--- config.mk ---
export PLATFORM = sky130hd
export DESIGN_NAME = top
export DESIGN_NICKNAME = d
export VERILOG_FILES = /design/src/rtl/top_pkg.sv /design/src/rtl/top_if.sv /design/src/rtl/rv_core.sv /design/src/rtl/top.sv
export SDC_FILE = /design/constraint.sdc
export NUM_CORES = 2
export LEC_CHECK = 0
export CAP_MARGIN = 20
export CORE_UTILIZATION = 35
export DETAILED_ROUTE_END_ITERATION = 6
export GPL_ROUTABILITY_DRIVEN = 1
export PLACE_DENSITY = 0.51
export SLEW_MARGIN = 20
export SYNTH_ARGS = -nofsm -noshare
export SYNTH_HDL_FRONTEND = slang
export SYNTH_HIERARCHICAL = 1
export SYNTH_SLANG_ARGS = --single-unit
--- constraint.sdc ---
create_clock -name CLOCK_50 -period 6 [get_ports CLOCK_50]
set_clock_uncertainty 0.2 [all_clocks]
set_input_delay 0.6 -clock CLOCK_50 [delete_from_list [all_inputs] [get_ports CLOCK_50]]
set_output_delay 0.6 -clock CLOCK_50 [all_outputs]
set_load 0.1 [all_outputs]
--- src/rtl/top_pkg.sv ---
// Shared constants for the board-level RV32I subset: opcodes, function codes,
// default memory map and the fixed program image.
package top_pkg;

    localparam logic [31:0] LED_ADDR_DEF  = 32'h0000_0100;
    localparam int          ROM_WORDS_DEF = 64;

    localparam logic [6:0] OPC_OP_IMM = 7'b0010011;
    localparam logic [6:0] OPC_OP     = 7'b0110011;
    localparam logic [6:0] OPC_LUI    = 7'b0110111;
    localparam logic [6:0] OPC_BRANCH = 7'b1100011;
    localparam logic [6:0] OPC_JAL    = 7'b1101111;
    localparam logic [6:0] OPC_LOAD   = 7'b0000011;
    localparam logic [6:0] OPC_STORE  = 7'b0100011;

    localparam logic [2:0] F3_ADD_SUB = 3'b000;
    localparam logic [2:0] F3_SLL     = 3'b001;
    localparam logic [2:0] F3_BEQ     = 3'b000;
    localparam logic [2:0] F3_BNE     = 3'b001;
    localparam logic [2:0] F3_WORD    = 3'b010;

    localparam logic [6:0] F7_BASE = 7'b0000000;
    localparam logic [6:0] F7_SUB  = 7'b0100000;

    // Doubles x1 six times, stores it to the LED register, then parks on a self-loop.
    function automatic logic [31:0] rom_word(input logic [5:0] idx);
        case (idx)
            6'd0:    return 32'h0010_0093; // addi x1, x0, 1
            6'd1:    return 32'h0060_0113; // addi x2, x0, 6
            6'd2:    return 32'h1000_0193; // addi x3, x0, 0x100
            6'd3:    return 32'h0010_80B3; // add  x1, x1, x1
            6'd4:    return 32'hFFF1_0113; // addi x2, x2, -1
            6'd5:    return 32'hFE01_1CE3; // bne  x2, x0, -8
            6'd6:    return 32'h0011_A023; // sw   x1, 0(x3)
            6'd7:    return 32'h0000_006F; // jal  x0, 0
            default: return 32'h0000_0000;
        endcase
    endfunction

endpackage

--- src/rtl/top_if.sv ---
// Board-facing pin bundle between the pin map and the processor core.
interface top_if;
    logic       rst;
    logic [9:0] ledr;

    modport master (output rst, input ledr);
    modport slave  (input rst, output ledr);
endinterface

--- src/rtl/rv_core.sv ---
// Single-cycle RV32I-subset core: ROM fetch, decode, 32x32 regfile, ALU,
// 16-word data RAM and a memory-mapped 10-bit LED register.
module rv_core
    import top_pkg::*;
#(
    parameter logic [31:0] LED_ADDR  = LED_ADDR_DEF,
    parameter int          ROM_WORDS = ROM_WORDS_DEF
) (
    input logic  clk,
    top_if.slave pins
);

    logic [31:0] pc;
    logic [31:0] next_pc;
    logic [31:0] instr;
    logic [5:0]  rom_idx;
    logic [31:0] regs [32];
    logic [31:0] dmem [16];
    logic [9:0]  ledr_q;

    logic [6:0]  opcode;
    logic [4:0]  rd;
    logic [4:0]  rs1;
    logic [4:0]  rs2;
    logic [2:0]  f3;
    logic [6:0]  f7;
    logic [31:0] imm_i;
    logic [31:0] imm_s;
    logic [31:0] imm_b;
    logic [31:0] imm_j;
    logic [31:0] rs1_val;
    logic [31:0] rs2_val;
    logic [31:0] mem_addr;
    logic        is_led;
    logic [31:0] load_val;

    logic        rd_we;
    logic [31:0] rd_val;
    logic        dmem_we;
    logic        led_we;

    assign rom_idx = 6'(32'(pc[7:2]) % ROM_WORDS);
    assign instr   = rom_word(rom_idx);

    assign opcode = instr[6:0];
    assign rd     = instr[11:7];
    assign f3     = instr[14:12];
    assign rs1    = instr[19:15];
    assign rs2    = instr[24:20];
    assign f7     = instr[31:25];

    assign imm_i = {{20{instr[31]}}, instr[31:20]};
    assign imm_s = {{20{instr[31]}}, instr[31:25], instr[11:7]};
    assign imm_b = {{19{instr[31]}}, instr[31], instr[7], instr[30:25], instr[11:8], 1'b0};
    assign imm_j = {{11{instr[31]}}, instr[31], instr[19:12], instr[20], instr[30:21], 1'b0};

    assign rs1_val = (rs1 == 5'd0) ? '0 : regs[rs1];
    assign rs2_val = (rs2 == 5'd0) ? '0 : regs[rs2];

    assign mem_addr = rs1_val + ((opcode == OPC_STORE) ? imm_s : imm_i);
    assign is_led   = (mem_addr == LED_ADDR);
    assign load_val = is_led ? {22'b0, ledr_q} : dmem[mem_addr[5:2]];

    // Unrecognised encodings fall through the defaults and behave as NOP.
    always_comb begin
        next_pc = pc + 32'd4;
        rd_we   = 1'b0;
        rd_val  = '0;
        dmem_we = 1'b0;
        led_we  = 1'b0;
        case (opcode)
            OPC_OP_IMM: begin
                if (f3 == F3_ADD_SUB) begin
                    rd_we  = 1'b1;
                    rd_val = rs1_val + imm_i;
                end else if (f3 == F3_SLL && f7 == F7_BASE) begin
                    rd_we  = 1'b1;
                    rd_val = rs1_val << rs2;
                end
            end
            OPC_OP: begin
                if (f3 == F3_ADD_SUB && f7 == F7_BASE) begin
                    rd_we  = 1'b1;
                    rd_val = rs1_val + rs2_val;
                end else if (f3 == F3_ADD_SUB && f7 == F7_SUB) begin
                    rd_we  = 1'b1;
                    rd_val = rs1_val - rs2_val;
                end
            end
            OPC_LUI: begin
                rd_we  = 1'b1;
                rd_val = {instr[31:12], 12'b0};
            end
            OPC_BRANCH: begin
                if ((f3 == F3_BEQ && rs1_val == rs2_val) ||
                    (f3 == F3_BNE && rs1_val != rs2_val)) begin
                    next_pc = pc + imm_b;
                end
            end
            OPC_JAL: begin
                rd_we   = 1'b1;
                rd_val  = pc + 32'd4;
                next_pc = pc + imm_j;
            end
            OPC_LOAD: begin
                if (f3 == F3_WORD) begin
                    rd_we  = 1'b1;
                    rd_val = load_val;
                end
            end
            OPC_STORE: begin
                if (f3 == F3_WORD) begin
                    led_we  = is_led;
                    dmem_we = !is_led;
                end
            end
            default: ;
        endcase
    end

    always_ff @(posedge clk) begin
        if (pins.rst) begin
            pc     <= '0;
            ledr_q <= '0;
            for (int i = 0; i < 32; i++) regs[i] <= '0;
            for (int j = 0; j < 16; j++) dmem[j] <= '0;
        end else begin
            pc <= next_pc;
            if (rd_we && rd != 5'd0) regs[rd] <= rd_val;
            if (dmem_we) dmem[mem_addr[5:2]] <= rs2_val;
            if (led_we) ledr_q <= rs2_val[9:0];
        end
    end

    assign pins.ledr = ledr_q;

endmodule

--- src/rtl/top.sv ---
// Board pin map: KEY[0] is the synchronous reset, LEDR shows the core's LED register.
module top
    import top_pkg::*;
#(
    parameter logic [31:0] LED_ADDR  = LED_ADDR_DEF,
    parameter int          ROM_WORDS = ROM_WORDS_DEF
) (
    input  logic       CLOCK_50,
    input  logic [3:0] KEY,
    output logic [9:0] LEDR
);

    top_if u_pins ();

    logic unused_keys;

    assign u_pins.rst  = KEY[0];
    assign LEDR        = u_pins.ledr;
    assign unused_keys = ^KEY[3:1];

    rv_core #(
        .LED_ADDR  (LED_ADDR),
        .ROM_WORDS (ROM_WORDS)
    ) u_core (
        .clk  (CLOCK_50),
        .pins (u_pins.slave)
    );

endmodule

; After elaboration in Yosys (flattened, before gate mapping)
; Memory sizes are Yosys's and may differ from the RTL's. A register that Yosys moved wholly into a read port is not among the register bits.
; Cells that the tools add are included.
[totals]
rom_bits = 200
ram_bits = 1536
mem_count = 3
out_inout_bits = 10
elab_cells = 81
latchBits = 0
reg_bits = 42
inputBits = 5
[op_classes]
n_shift = 1
n_mux = 38
bitwise_logic = 0
mul = 0
div = 0
reduce_logical = 17
eq_ne = 13
addsub = 7
order_cmp = 0
[memory_table]
columns = name, depth, word_bits, read_ports, rd_clocked_by_memory_dff, write_ports, line
row1 = u_core.regs, 32, 32, 2, 0, 32, rv_core.sv:17  ; logic [31:0] regs [32];
row2 = u_core.dmem, 16, 32, 1, 0, 16, rv_core.sv:18  ; logic [31:0] dmem [16];
row3 = (no name shown), 8, 25, 1, 1, 0, top_pkg.sv:27  ; case (idx)
[ops]
columns = op, n
row1 = $mux 32, 12
row2 = $add 32x32->32, 5
row3 = $pmux 32 s5, 1
row4 = $pmux 32 s2, 1
row5 = $reduce_or 32->1, 2
row6 = $add 32x3->32 const B, 1
row7 = $eq 32x32->1, 1
row8 = $eq 32x9->1 const B, 1
row9 = $ne 32x32->1, 1
row10 = $shl 32x5->32, 1
row11 = $sub 32x32->32, 1
row12 = $eq 7x6->1 const B, 4
row13 = $mux 1, 19
row14 = $eq 7x7->1 const B, 2
row15 = $logic_not 5->1, 2
row16 = $mux 5, 2
row17 = $eq 7x2->1 const B, 1
row18 = $eq 7x5->1 const B, 1
row19 = $logic_not 7->1, 1
row20 = $logic_and 1x1->1, 6
row21 = $logic_not 3->1, 2
row22 = $reduce_bool 5->1, 1
row23 = $mux 4, 1
row24 = $pmux 1 s4, 1
row25 = 6 further kinds, 6

; Longest topological paths before layout
[logic_depth]
word_depth = 14
depth_mapped = 27
depth_no_buf = 22

; Least setup slack after synthesis
; Ideal clock, no wire load.
[synth_timing]
kind = register to register
from = register u_core.pc[6]
to = memory u_core.regs[1][30] (data pin)
n_path_buf = 7
stages_incl_launch_ff = 24
period_less_slack_ns = 6.566
setup_slack_ns = -0.566
setup_time_ns = 0.272
t_arrival_ns = 6.094
t_required_ns = 5.528
cell_sequence = dfxtp_1 -> buf_2 -> or4b_1 -> buf_2 -> clkinv_2 -> buf_4 -> buf_2 -> buf_2 -> ha_1 -> clkbuf_1 -> a21o_1 -> o21bai_1 -> a311oi_1 -> nor2_1 -> nor3b_1 -> o2111ai_1 -> or4_1 -> a2111oi_2 -> nand4_1 -> nor4b_2 -> a21oi_1 -> buf_2 -> a211oi_1 -> nor2_1
[synth_rtl]
columns = element, line
row1 = "start, declared", rv_core.sv:13  ; logic [31:0] pc;
row2 = "start signal, assigned", rv_core.sv:128  ; pc <= next_pc;
row3 = "end, declared", rv_core.sv:17

==> flow_summary.html <==
<table>
<tr><th>Metric</th><th>Value</th></tr>
<tr><th colspan="2">Outcome</th></tr>
<tr><td>Status</td><td>completed</td></tr>
<tr><th colspan="2">Pwr</th></tr>
<tr><td>Power density over cell area</td><td>296 nW/um2</td></tr>
<tr><td>Maximum ir drop on the vdd rail</td><td>0.233 mV</td></tr>
<tr><td>Final total power</td><td>14.6 mW</td></tr>
<tr><td>Leakage power of the design</td><td>18.1 nW</td></tr>
<tr><th colspan="2">Synth</th></tr>
<tr><td>Number of different library cells in the post-synthesis netlist</td><td>106</td></tr>
<tr><td>Share of flip-flops with an asynchronous set or reset</td><td>0</td></tr>
<tr><td>Largest family of logic cells by synthesized area</td><td>simple AND/OR/NAND/NOR gates</td></tr>
<tr><td>XOR/XNOR share of the synthesized area</td><td>0.0323</td></tr>
<tr><td>Number of enable flip-flop cells after synthesis</td><td>672</td></tr>
<tr><td>Yosys warning count</td><td>6</td></tr>
<tr><td>Synth area leaders</td><td>edfxtp_1 48%, nor2_1 7.4%, mux4_2 6.9%</td></tr>
<tr><td>Mean Syn Cell Area</td><td>10.5 um2</td></tr>
<tr><td>Area share of the largest cell type after synthesis</td><td>0.483</td></tr>
<tr><td>Dominant register cell in the synthesized netlist</td><td>edfxtp_1</td></tr>
<tr><td>Number of instances in the synthesized netlist</td><td>3968</td></tr>
<tr><td>Fraction of the mapped netlist area in compound gates</td><td>0.133</td></tr>
<tr><td>Multiplexer area fraction after synthesis</td><td>0.0894</td></tr>
<tr><td>Post-Syn Area</td><td>41800 um2</td></tr>
<tr><td>Synthesized-area fraction occupied by and/or/nand/nor cells</td><td>0.165</td></tr>
<tr><td>Adder-cell share of the synthesized area</td><td>0.0340</td></tr>
<tr><td>Count of state elements after synthesis</td><td>728</td></tr>
<tr><td>Net count after synthesis</td><td>4081</td></tr>
<tr><td>Synth area leader</td><td>edfxtp_1</td></tr>
<tr><td>Portion of the post-synthesis area used by sequential elements</td><td>0.509</td></tr>
<tr><th colspan="2">Cells and area</th></tr>
<tr><td>Relative area change from synthesis to final layout</td><td>17.7%</td></tr>
<tr><td>Share of post-route cells with drive strength above 1</td><td>0.190</td></tr>
<tr><td>Final std cells w/o fill</td><td>5755</td></tr>
<tr><td>Ant diodes</td><td>0</td></tr>
<tr><td>Net total in the final layout</td><td>4270</td></tr>
<tr><td>Core Util, Final</td><td>0.416</td></tr>
<tr><td>Most common library cell in the layout ignoring fill and taps</td><td>nor2_1</td></tr>
<tr><td>Commonest cells after routing, fill and taps aside</td><td>814 x nor2_1, 672 x edfxtp_1, 342 x buf_4</td></tr>
<tr><th colspan="2">Drt</th></tr>
<tr><td>First-pass DRT Iterations</td><td>6</td></tr>
<tr><td>Via density</td><td>5.73</td></tr>
<tr><td>Count of antenna-violating nets left after detailed routing</td><td>0</td></tr>
<tr><td>Total wire length</td><td>146000 um</td></tr>
<tr><td>Wire length per cell</td><td>25.4 um</td></tr>
<tr><td>Initial drt markers</td><td>3084</td></tr>
<tr><td>Via count</td><td>33000</td></tr>
<tr><td>DRC</td><td>0</td></tr>
<tr><th colspan="2">Die</th></tr>
<tr><td>Total Die Area</td><td>121000 um2</td></tr>
<tr><td>Die X</td><td>348 um</td></tr>
<tr><td>Total core area</td><td>118000 um2</td></tr>
<tr><td>Starting density of the core</td><td>0.354</td></tr>
<tr><td>Boundary Pins</td><td>15</td></tr>
<tr><td>Die Y</td><td>348 um</td></tr>
<tr><td>Row cnt</td><td>126</td></tr>
<tr><th colspan="2">Place</th></tr>
<tr><td>Detailed placer's ending HPWL</td><td>104000 um</td></tr>
<tr><td>Placed Cells</td><td>5599</td></tr>
<tr><td>Final estimated routing congestion in global placement</td><td>1.01</td></tr>
<tr><td>Port bufs</td><td>11</td></tr>
<tr><th colspan="2">Global routing</th></tr>
<tr><td>First-pass GRT wire length</td><td>215000 um</td></tr>
<tr><td>Largest net degree at the start of global routing</td><td>72</td></tr>
<tr><td>GRT Resource Usage Total</td><td>0.238</td></tr>
<tr><td>Number of global-route vias before repair</td><td>31800</td></tr>
<tr><td>Number of antenna violations at the first check in global routing</td><td>2</td></tr>
<tr><td>GRT Residual Overflow</td><td>0</td></tr>
<tr><th colspan="2">Critical path</th></tr>
<tr><td>Worst endpoint required time</td><td>6180 ps</td></tr>
<tr><td>Crit end category</td><td>register</td></tr>
<tr><td>Worst Setup Start Kind</td><td>register</td></tr>
<tr><td>Critical setup path kind</td><td>reg2reg</td></tr>
<tr><td>Worst Path Arrival</td><td>6070 ps</td></tr>
<tr><td>Highest fanout seen on the critical path</td><td>20</td></tr>
<tr><th colspan="2">STA</th></tr>
<tr><td>Headroom to the max-slew limit</td><td>0.250</td></tr>
<tr><td>Period utilisation layout</td><td>0.981</td></tr>
<tr><td>Hold violation count in the final report</td><td>0</td></tr>
<tr><td>Highest achievable clock rate</td><td>170 MHz</td></tr>
<tr><td>Worst-Margin Slew</td><td>1120 ps</td></tr>
<tr><td>Minimum period implied by the final worst setup slack</td><td>5890 ps</td></tr>
<tr><td>Final number of setup-violating endpoints</td><td>0</td></tr>
<tr><td>Final number of max-transition violations</td><td>0</td></tr>
<tr><th colspan="2">CTS</th></tr>
<tr><td>Clock Tree Root</td><td>clkbuf_16</td></tr>
<tr><td>Clock H-tree levels</td><td>3</td></tr>
<tr><td>Clock tree from TritonCTS</td><td>yes</td></tr>
<tr><td>Largest buffer count on any clock path</td><td>3</td></tr>
<tr><td>Number of buffers inserted during clock tree synthesis</td><td>81</td></tr>
<tr><td>Clock slew at the register clock pins of the worst setup and hold paths</td><td>60 ps</td></tr>
<tr><td>Clk_lat worst skew</td><td>680 ps</td></tr>
<tr><td>Num Clock Sinks</td><td>728</td></tr>
<tr><th colspan="2">Min path</th></tr>
<tr><td>Min-delay worst type</td><td>in2reg</td></tr>
<tr><th colspan="2">Job</th></tr>
<tr><td>Total of max-cap violations</td><td>0</td></tr>
</table>
power by group:
| part | internal [mW] | switching (mW) | total (mW) | leakage [nW] |
|---|---|---|---|---|
| clock network | 2.82 | 2.15 | 4.96 | 1.27 |
| logic | 1.39 | 2.36 | 3.75 | 9.45 |
| registers | 5.76 | 0.108 | 5.87 | 7.40 |
| total | 9.97 | 4.62 | 14.6 | 18.1 |
worst max-delay path, stage by stage (launching register included):
cell and delay (ps):
dfxtp_1 410, buf_6 180, or4b_4 520, inv_2 120
mux2i_1 170, o21ai_0 80, buf_4 160, ha_1 320
buf_4 120, nand4_1 210, or2_2 350, o22a_1 210
o2111ai_1 90, o21ai_1 130, xnor2_1 190, nor4_1 310
nand4_1 220, buf_4 190, nor4b_4 370, buf_4 190
a21oi_2 60, buf_12 160, a221o_1 440, nor2b_1 160
logic make-up (layout without fill, tap and decap cells):
kind of cell,Yosys count,in the layout
xor+xnor,154,154
flops,728,728
mux,212,212
fa+ha+maj,112,112
simple gates,1540,1540
compound gates,830,830
buf+inv,392,643
stage by stage:
stage	hold WS, ps	cell area (um2)	worst slack (ps)	TNS (ps)
after global placement	331	46200	-67.6	-445
after floorplan	270	41900	5.33	0
final	293	49200	115	0
after global routing	285	49200	-50.9	-226
after detailed placement	364	46200	-35.8	-133
after CTS	266	48900	21.6	0
sequential cells by signal, indices dropped and copies added, names as in the netlist, named ones only:
signal	cells
u_core/dmem	512
u_core/pins.ledr	10
u_core/regs	160
u_core/pc	31
synth_stat cells (17+ instances only):
| cell | number |
|---|---|
| xnor2_1 | 105 |
| a31oi_1 | 43 |
| nor4_1 | 19 |
| nor2b_1 | 55 |
| nand4_1 | 25 |
| ha_1 | 104 |
| nand2b_1 | 38 |
| o22ai_1 | 23 |
| inv_1 | 100 |
| nor2_1 | 824 |
| and2_1 | 50 |
| clkbuf_1 | 223 |
| nor3_1 | 51 |
| a221oi_1 | 28 |
| buf_2 | 19 |
| nand3_1 | 79 |
| xor2_1 | 49 |
| dfxtp_1 | 56 |
| o21bai_1 | 23 |
| o211ai_1 | 24 |
| mux2i_1 | 74 |
| o221ai_1 | 17 |
| a21oi_1 | 237 |
| buf_1 | 37 |
| a21o_1 | 51 |
| edfxtp_1 | 672 |
| a22oi_1 | 22 |
| o21ai_0 | 129 |
| nand2_1 | 274 |
| a211oi_1 | 58 |
| mux4_2 | 128 |
| and3_1 | 37 |
area by class of cell:
class / count / area [um2]
flip-flops and latches: 728 / 21300
fillers: 11500 / 69000
well taps: 1536 / 1920
clock buffers: 107 / 2160
repair buffers: 391 / 3420
inverters: 107 / 407
multi-input cells: 2848 / 19500
clock inverters: 38 / 455
worst paths after layout:
kind	start	end	slack, ps	cells past startpoint
setup / recovery	register	u_core/regs[2][17]	110	23
hold / removal	KEY[0]	u_core/pc[3]	290	3
setup reg to reg	register	u_core/regs[2][17]	110	23
hold reg to reg	u_core/pc[1]	u_core/pc[1]	370	2
what timing repair did:
action,4_1_cts,5_1_grt
buffers inserted,0,11
gates cloned,0,0
setup endpoints to repair,54,415
resized for setup,4,70
pin swaps,0,11
hold buffers,0,0
layer usage:
metal | share of wire | wire length (um) | track usage
met2 | 0.46 | 67600 | 0.380
met4 | 0.034 | 5020 | 0.0800
met1 | 0.44 | 64900 | 0.336
met3 | 0.059 | 8570 | 0.0257
met5 | 0.000089 | 13 | 0
Power figures use the tool's default switching activity.
